[src/rtl/video_geometry_detector.sv]
// Measures active width/height from DE/VSYNC, qualifies the geometry over
// LOCK_FRAMES identical frames, and emits line/frame event pulses.
module video_geometry_detector #(
  parameter int MAX_WIDTH         = 1920,
  parameter int MAX_HEIGHT        = 1080,
  parameter int LOCK_FRAMES       = 2,
  parameter int VSYNC_ACTIVE_HIGH = 1,
  localparam int W = $clog2(MAX_WIDTH),
  localparam int H = $clog2(MAX_HEIGHT)
) (
  input  logic         I_clk,
  input  logic         I_rst,
  input  logic         I_de,
  input  logic         I_vsync,
  output logic [W-1:0] O_image_width,
  output logic [H-1:0] O_image_height,
  output logic         O_image_valid,
  output logic         O_next_column,
  output logic         O_next_image,
  output logic         O_frame_complete
);

  localparam logic [W:0] PX_MAX = (W+1)'(MAX_WIDTH);
  localparam logic [W:0] PX_SAT = (W+1)'(MAX_WIDTH + 1);
  localparam logic [H:0] LN_MAX = (H+1)'(MAX_HEIGHT);
  localparam logic [H:0] LN_SAT = (H+1)'(MAX_HEIGHT + 1);
  localparam logic [3:0] LOCK   = 4'(LOCK_FRAMES);

  typedef enum logic {SYNC_WAIT, MEASURE} state_t;

  state_t       r_state, w_state_nxt;
  logic         w_measure;

  logic         r_de_d, r_vs_d;
  logic         w_vs_act, w_vs_edge, w_de_rise, w_de_fall;

  logic [W:0]   r_px_cnt, w_px_nxt;
  logic         r_in_line, w_in_line_nxt;
  logic         w_px_ovf;

  logic [H:0]   r_line_cnt, w_lc_n;
  logic [W:0]   r_first_w, w_fw_n;
  logic         r_mismatch, w_mm_n;
  logic         r_ovf, w_ovf_n;
  logic         w_line_done;

  logic [W:0]   r_cand_w;
  logic [H:0]   r_cand_h;
  logic [3:0]   r_match_cnt, w_match_nxt;
  logic         w_frame_end, w_good, w_match, w_first_rise;

  logic [W-1:0] r_width;
  logic [H-1:0] r_height;
  logic         r_valid, r_next_column, r_next_image, r_frame_complete;

  assign w_vs_act  = (VSYNC_ACTIVE_HIGH != 0) ? I_vsync : ~I_vsync;
  assign w_vs_edge = w_vs_act & ~r_vs_d;
  assign w_de_rise = I_de & ~r_de_d;
  assign w_de_fall = ~I_de & r_de_d;

  always_ff @(posedge I_clk or posedge I_rst) begin
    if (I_rst) r_state <= SYNC_WAIT;
    else       r_state <= w_state_nxt;
  end

  always_comb begin
    w_state_nxt = r_state;
    case (r_state)
      SYNC_WAIT: if (w_vs_edge) w_state_nxt = MEASURE;
      MEASURE:   w_state_nxt = MEASURE;
      default:   w_state_nxt = SYNC_WAIT;
    endcase
  end

  always_comb begin
    w_measure = (r_state == MEASURE);
  end

  // A line is only tracked if its rising edge was seen while measuring.
  always_comb begin
    w_px_nxt      = r_px_cnt;
    w_px_ovf      = 1'b0;
    w_in_line_nxt = r_in_line;
    if (w_measure) begin
      if (w_de_rise) begin
        w_px_nxt      = {{W{1'b0}}, 1'b1};
        w_in_line_nxt = 1'b1;
      end else if (w_de_fall) begin
        w_in_line_nxt = 1'b0;
      end else if (I_de && r_in_line) begin
        if (r_px_cnt >= PX_MAX) begin
          w_px_nxt = PX_SAT;
          w_px_ovf = 1'b1;
        end else begin
          w_px_nxt = r_px_cnt + 1'b1;
        end
      end
    end
  end

  // Per-frame values including a line that ends this cycle, so a de_fall
  // coincident with vs_edge is counted into the ending frame.
  always_comb begin
    w_line_done = w_measure & w_de_fall & r_in_line;
    w_lc_n      = r_line_cnt;
    w_fw_n      = r_first_w;
    w_mm_n      = r_mismatch;
    w_ovf_n     = r_ovf | w_px_ovf;
    if (w_line_done) begin
      if (r_line_cnt == '0)            w_fw_n = r_px_cnt;
      else if (r_px_cnt != r_first_w)  w_mm_n = 1'b1;
      if (r_line_cnt >= LN_MAX) begin
        w_lc_n  = LN_SAT;
        w_ovf_n = 1'b1;
      end else begin
        w_lc_n  = r_line_cnt + 1'b1;
      end
    end
  end

  always_comb begin
    w_frame_end  = w_measure & w_vs_edge;
    w_good       = ~w_mm_n & ~w_ovf_n & (w_fw_n <= PX_MAX) & (w_lc_n <= LN_MAX);
    w_match      = (w_fw_n == r_cand_w) && (w_lc_n == r_cand_h);
    w_match_nxt  = 4'd1;
    if (w_match) w_match_nxt = (r_match_cnt == 4'hF) ? 4'hF : r_match_cnt + 4'd1;
    w_first_rise = w_measure & w_de_rise & (w_vs_edge | (r_line_cnt == '0));
  end

  always_ff @(posedge I_clk or posedge I_rst) begin
    if (I_rst) begin
      r_de_d           <= 1'b0;
      r_vs_d           <= 1'b0;
      r_px_cnt         <= '0;
      r_in_line        <= 1'b0;
      r_line_cnt       <= '0;
      r_first_w        <= '0;
      r_mismatch       <= 1'b0;
      r_ovf            <= 1'b0;
      r_cand_w         <= '0;
      r_cand_h         <= '0;
      r_match_cnt      <= '0;
      r_width          <= '0;
      r_height         <= '0;
      r_valid          <= 1'b0;
      r_next_column    <= 1'b0;
      r_next_image     <= 1'b0;
      r_frame_complete <= 1'b0;
    end else begin
      r_de_d           <= I_de;
      r_vs_d           <= w_vs_act;
      r_px_cnt         <= w_px_nxt;
      r_in_line        <= w_in_line_nxt;
      r_next_column    <= w_line_done;
      r_next_image     <= w_first_rise;
      r_frame_complete <= 1'b0;
      if (w_frame_end) begin
        r_line_cnt <= '0;
        r_first_w  <= '0;
        r_mismatch <= 1'b0;
        r_ovf      <= 1'b0;
        if (w_lc_n == '0) begin
          r_valid     <= 1'b0;
          r_match_cnt <= '0;
        end else begin
          r_frame_complete <= 1'b1;
          if (w_good) begin
            r_match_cnt <= w_match_nxt;
            r_cand_w    <= w_fw_n;
            r_cand_h    <= w_lc_n;
            r_width     <= w_fw_n[W-1:0];
            r_height    <= w_lc_n[H-1:0];
            r_valid     <= (w_match_nxt >= LOCK);
          end else begin
            r_valid     <= 1'b0;
            r_match_cnt <= '0;
            r_cand_w    <= '0;
            r_cand_h    <= '0;
          end
        end
      end else begin
        r_line_cnt <= w_lc_n;
        r_first_w  <= w_fw_n;
        r_mismatch <= w_mm_n;
        r_ovf      <= w_ovf_n;
      end
    end
  end

  assign O_image_width    = r_width;
  assign O_image_height   = r_height;
  assign O_image_valid    = r_valid;
  assign O_next_column    = r_next_column;
  assign O_next_image     = r_next_image;
  assign O_frame_complete = r_frame_complete;

endmodule

[config.mk]
export PLATFORM = sky130hd
export DESIGN_NAME = video_geometry_detector
export DESIGN_NICKNAME = d
export VERILOG_FILES = /design/src/rtl/video_geometry_detector.sv
export SDC_FILE = /design/constraint.sdc
export NUM_CORES = 1
export LEC_CHECK = 0
export CAP_MARGIN = 20
export CORE_UTILIZATION = 57
export CTS_CLUSTER_DIAMETER = 60
export DETAILED_ROUTE_END_ITERATION = 7
export DONT_BUFFER_PORTS = 1
export PLACE_DENSITY = 0.76
export SLEW_MARGIN = 25
export SYNTH_ARGS = -nofsm -noshare
export SYNTH_HDL_FRONTEND = slang
export SYNTH_SLANG_ARGS = --single-unit
[constraint.sdc]
create_clock -name I_clk -period 3.2 [get_ports I_clk]
set_clock_uncertainty 0.1 [all_clocks]
set_input_delay 0.48 -clock I_clk [delete_from_list [all_inputs] [get_ports I_clk]]
set_output_delay 0.48 -clock I_clk [all_outputs]
set_load 0.005 [all_outputs]
# == Yosys cells after proc, flatten, opt, wreduce, memory -nomap -nowiden ==
# Index checks and enable logic that the tools add are counted.
# totals
out_inout_bits,26
elab_cells,97
ff_bits,96
input_bits,4
# op_classes
n_eq_ne,5
bitwise,20
n_addsub,3
n_reduce_logical,10
n_lt_le_gt_ge,5
mux,36
# op_table
op,n
12-bit two-way mux,12
12-bit by 1-bit adder with 12-bit output (second input constant),2
12-bit equality test,2
12-bit by 11-bit >= comparator with 1-bit output (second input constant),2
12-bit by 11-bit <= comparator with 1-bit output (second input constant),2
12-bit logical NOT,2
1-bit two-way mux,19
4-bit two-way mux,4
12-bit inequality test,1
1-bit AND,11
1-bit inverter,7
3-bit AND reduction,2
4-bit by 1-bit adder with 4-bit output (second input constant),1
4-bit equality test (second input constant),1
4-bit by 2-bit >= comparator with 1-bit output (second input constant),1
2-bit AND reduction,2
2-bit nonzero test,2
1-bit logical AND,2
2-bit inequality test (second input constant),1
1-bit bitwise OR,2
1-bit case mux with 2 select lines,1

# == Logic depth before layout (Yosys ltp) ==
# logic_depth
word_depth,15
mapped_depth,14

# == Worst setup path before layout ==
# No wires, ideal clock.
# synth_path
path_kind,input to register
start,input port I_de
end,register r_match_cnt[2]
required_time_ps,3035
t_arrival_ps,3259
setup_ps,65
path_slack_ps,-224
stages,12
cell_sequence,inv_1 > ha_1 > nand3_1 > clkbuf_1 > nor4_1 > xnor2_1 > o41ai_1 > a41oi_1 > or4_1 > nor4_4 > nor3b_1 > o22a_1
# synth_via
elab_chain_cells,14
word_cells_on_any_way,30
cone_classes,order compare: 2; eq/ne: 2; mux: 12; bitwise: 11; reduce/logical: 3
# synth_lines
element,line,rtl
from (decl),13,"input logic I_de,"
"parallel branches: the longest is 13 deep, another holds 12-bit by 11-bit <= comparator with 1-bit output",-,
4-bit two-way mux (*),162,if (w_lc_n == '0) begin
to (signal assigned),168,r_match_cnt <= w_match_nxt;
to (decl),49,"logic [3:0] r_match_cnt, w_match_nxt;"
# Every way passes the cells marked *.
# A chain may end at the register's enable or synchronous reset.

# == Final worst setup path ==
# layout_path
start,register r_de_d
end,"register r_height[9], in the netlist O_image_height[9]"
# layout_via
elab_chain_cells,12
word_cells_on_any_way,24
cone_classes,order compare: 2; mux: 8; bitwise: 12; reduce/logical: 2
# layout_lines
element,line,rtl
from (decl),34,"logic r_de_d, r_vs_d;"
from (signal assigned),150,r_de_d <= I_de;
"parallel branches: the longest is 12 deep, another holds 12-bit by 11-bit <= comparator with 1-bit output",-,
to (signal assigned),172,r_height <= w_lc_n[H-1:0];
to (decl),53,logic [H-1:0] r_height;
# Several ways; the timed one is not identified.

==> flow_summary.ini <==
[logic_synthesis]
yosys_warnings = 0
syn-num-nets = 543
synth_area_um2 = 5090
synthFlopType = dfrtp_1
synth_edf_count = 0
synth_cell_types = 58
seq_area_frac_synth_pct = 47.2
avgSynthCellArea_um2 = 9.59
synth_seq_cells = 96
synth_cells = 531
async_reset_ff_share_pct = 100

[power]
p_leak_nw = 3.24
power_per_cell_area_nw_per_um2 = 481
ir_drop_mv = 0.343

[finish]
most-common-layout-cells = 94 x dfrtp_1, 76 x buf_4, 62 x nor2_1
antenna-diode-count = 0
nNetsFinal = 602
multi_input_area_um2 = 2650
final_common_cell = dfrtp_1
finish.utilization_pct = 71.2
design_area_um2 = 6180
syn_to_final_growth_pct = 21.3
final-seq-area_um2 = 2400
nFillCells = 649
drive_above_1_share_pct = 22.9

[global_route]
grt_antenna_before_repair = 0
track_usage_pct = 31.0
grt_pass1_wl_um = 21500
grt_max_degree = 61
grt_pass1_vias = 4169
grt_overflow = 0

[setup_path]
rrSetupSlack_ns = -0.008
startpoint_type = flip-flop
arrival_ns = 3.37
worstSetupPathType = flip-flop to flip-flop
cpPeakStageDelay_ns = 0.58
path_cells = ha_2, nand3_1, buf_2, o31a_1, or2_2, a21oi_1, a211oi_1, or4_4, bufbuf_16, a21o_1
critical_path.endpoint_type = flip-flop
path_max_fanout = 27
regToRegEndpoint = O_image_height[9]
r2r_cells = 10
cp.required_ns = 3.36
reg2reg_from = r_de_d
slowest_stage = or4_4

[placed_design]
place_area_um2 = 5690
io_buffers = 0
place_ws_ns = -0.240
hpwl_um = 9190
gp_congestion = 0.963

[timing]
post-route-min-period_ns = 3.21
worst_slew_pin_slew_ns = 0.752
max_freq_mhz = 312
relSlewSlack_pct = 49.9
fin_crit_sh_pct = 100
setup_viol = 9
finalWorstSetupSlack_ns = -0.00826
slew_viol_final = 0
grt_setup_unrepaired = true
hold_viol = 0

[clock_tree]
clock_path_buffers = 2
clk_latency_ns = 0.37
cts_tree = yes
h-tree-depth = 3
clk_pin_slew_ns = 0.10
clock-sinks = 96
cts-root-buf = clkbuf_8
cts_made_buffers = 9

[die]
ios = 30
core_area_um2 = 8680
die_x_um = 96.5
start_util_pct = 58.7
die_h_um = 96.5
die_area_um2 = 9320
num_rows = 34

[routing]
drtAntennaViolNets = 0
routedWlPerCell_um = 19.2
vias = 4343
drc = 0
drt-initial-drc-count = 345
first_pass_iters = 6
routed_via_density = 6.18
routed_wirelength_um = 13500

[outcome]
status = finished with violations
violations = negative setup slack

[job]
cap_violations = 0

[worst_hold_path]
hold_class = input port to asynchronous set/reset pin
worst max path at each step:
stage / startpoint / end / slack, ns / depth (start not counted)
after floorplan: I_de / r_match_cnt[2] / 0.009 / 12
after global placement: I_de / r_match_cnt[3] / -0.14 / 12
after detailed placement: I_de / r_match_cnt[3] / -0.24 / 13
after CTS: r_line_cnt[2] / r_match_cnt[3] / 0.002 / 11
after global routing: r_de_d / O_image_width[2] / -0.09 / 11
final: r_de_d / O_image_height[9] / -0.008 / 10
logic make-up (layout without fill, tap and decap cells):
logic type                 count (synthesis)  in the layout  synth area share, %
xor gates and xnor gates                  49             49                 8.96
buffers and inverters                     52            116                 4.13
DFF                                       96             96                 47.2
AOI/OAI and AO/OA                        111            111                 15.2
adders and majority gates                  8              8                 1.96
and+or+nand+nor                          203            203                 20.3
muxes                                     12             12                 2.36
Yosys cell counts, types with 3 or more instances:
cell | instances | area [µm²]
o31a_1 | 3 | 26.3
buf_2 | 6 | 30.0
nor2_1 | 68 | 255
and3_1 | 6 | 37.5
nor2b_1 | 6 | 37.5
clkbuf_1 | 27 | 101
xnor2_1 | 16 | 140
and2_1 | 5 | 31.3
xor2_1 | 31 | 272
o41ai_1 | 4 | 35.0
or4_1 | 4 | 30.0
or3_1 | 3 | 18.8
a21oi_1 | 16 | 80.1
nand2b_1 | 7 | 43.8
nand3_1 | 17 | 85.1
a31oi_1 | 5 | 31.3
mux2i_1 | 12 | 120
nand4_1 | 9 | 56.3
dfrtp_1 | 96 | 2400
a41oi_1 | 3 | 26.3
inv_1 | 17 | 63.8
nor4_1 | 15 | 93.8
nand2_1 | 34 | 128
o21ai_0 | 21 | 105
nor3_1 | 14 | 70.1
or2_2 | 3 | 18.8
o22ai_1 | 6 | 37.5
ha_1 | 8 | 100
a21o_1 | 31 | 233
layer usage:
metal	vias up	global-route usage, %	routed length [µm]
met5	-	0	0
met2	166	47.7	6290
met3	19	5.24	928
met4	0	8.82	182
li1	1984	-	-
met1	2174	45.2	6100
power by group:
group | internal (W) | leakage, nW | total (W) | switching [W]
clock | 0.000524 | 0.121 | 0.000963 | 0.000439
sequential | 0.00130 | 1.31 | 0.00139 | 0.0000929
combinational | 0.000291 | 1.80 | 0.000622 | 0.000331
total | 0.00211 | 3.24 | 0.00297 | 0.000863
worst max-delay path, delay by kind of cell, from the launching register on:
kind | cells | cell delay [ns]
adder cells (fa/ha/maj) | 1 | 0.23
flip-flops | 1 | 0.39
buffers and inverters | 2 | 0.53
AO/OA/AOI/OAI | 4 | 0.81
AND/OR/NAND/NOR | 3 | 1.04
stage by stage:
| step | hold WS (ns) | setup TNS (ns) | instances | power [W] |
|---|---|---|---|---|
| finish | 0.00503 | -0.0316 | 703 | 0.00297 |
| global route | 0.0309 | -2.10 | 703 | 0.00310 |
| CTS | 0.0366 | 0 | 698 | 0.00295 |
| detailed placement | 0.387 | -3.70 | 677 | 0.00198 |
| global placement | 0.362 | -1.90 | 677 | 0.00195 |
| floorplan | 0.349 | 0 | 531 | 0.00178 |
registers in the layout (all words and copies together) (netlist names), 4 cells and up:
| name | cells |
|---|---|
| O_image_width | 11 |
| r_first_w | 12 |
| r_cand_h | 12 |
| r_match_cnt | 4 |
| r_px_cnt | 12 |
| r_cand_w | 12 |
| O_image_height | 11 |
| r_line_cnt | 12 |
repair_timing:
item / in CTS / in global routing
gates resized for setup: 13 / 22
hold buffers: 0 / 0
pin swaps: 3 / 2
gates cloned: 2 / 1
endpoints found under the setup margin: 44 / 45
buffers inserted: 3 / 4
area by class of cell:
| class | instances | share of cell area (%) |
|---|---|---|
| multi-input cells | 383 | 42.8 |
| flip-flops and latches | 96 | 38.9 |
| repair buffers | 82 | 11.1 |
| well taps | 108 | 2.19 |
| clock buffers | 10 | 2.07 |
| clock inverters | 6 | 1.82 |
| inverters | 18 | 1.15 |
Note: power is estimated with default switching activity, not from simulation.
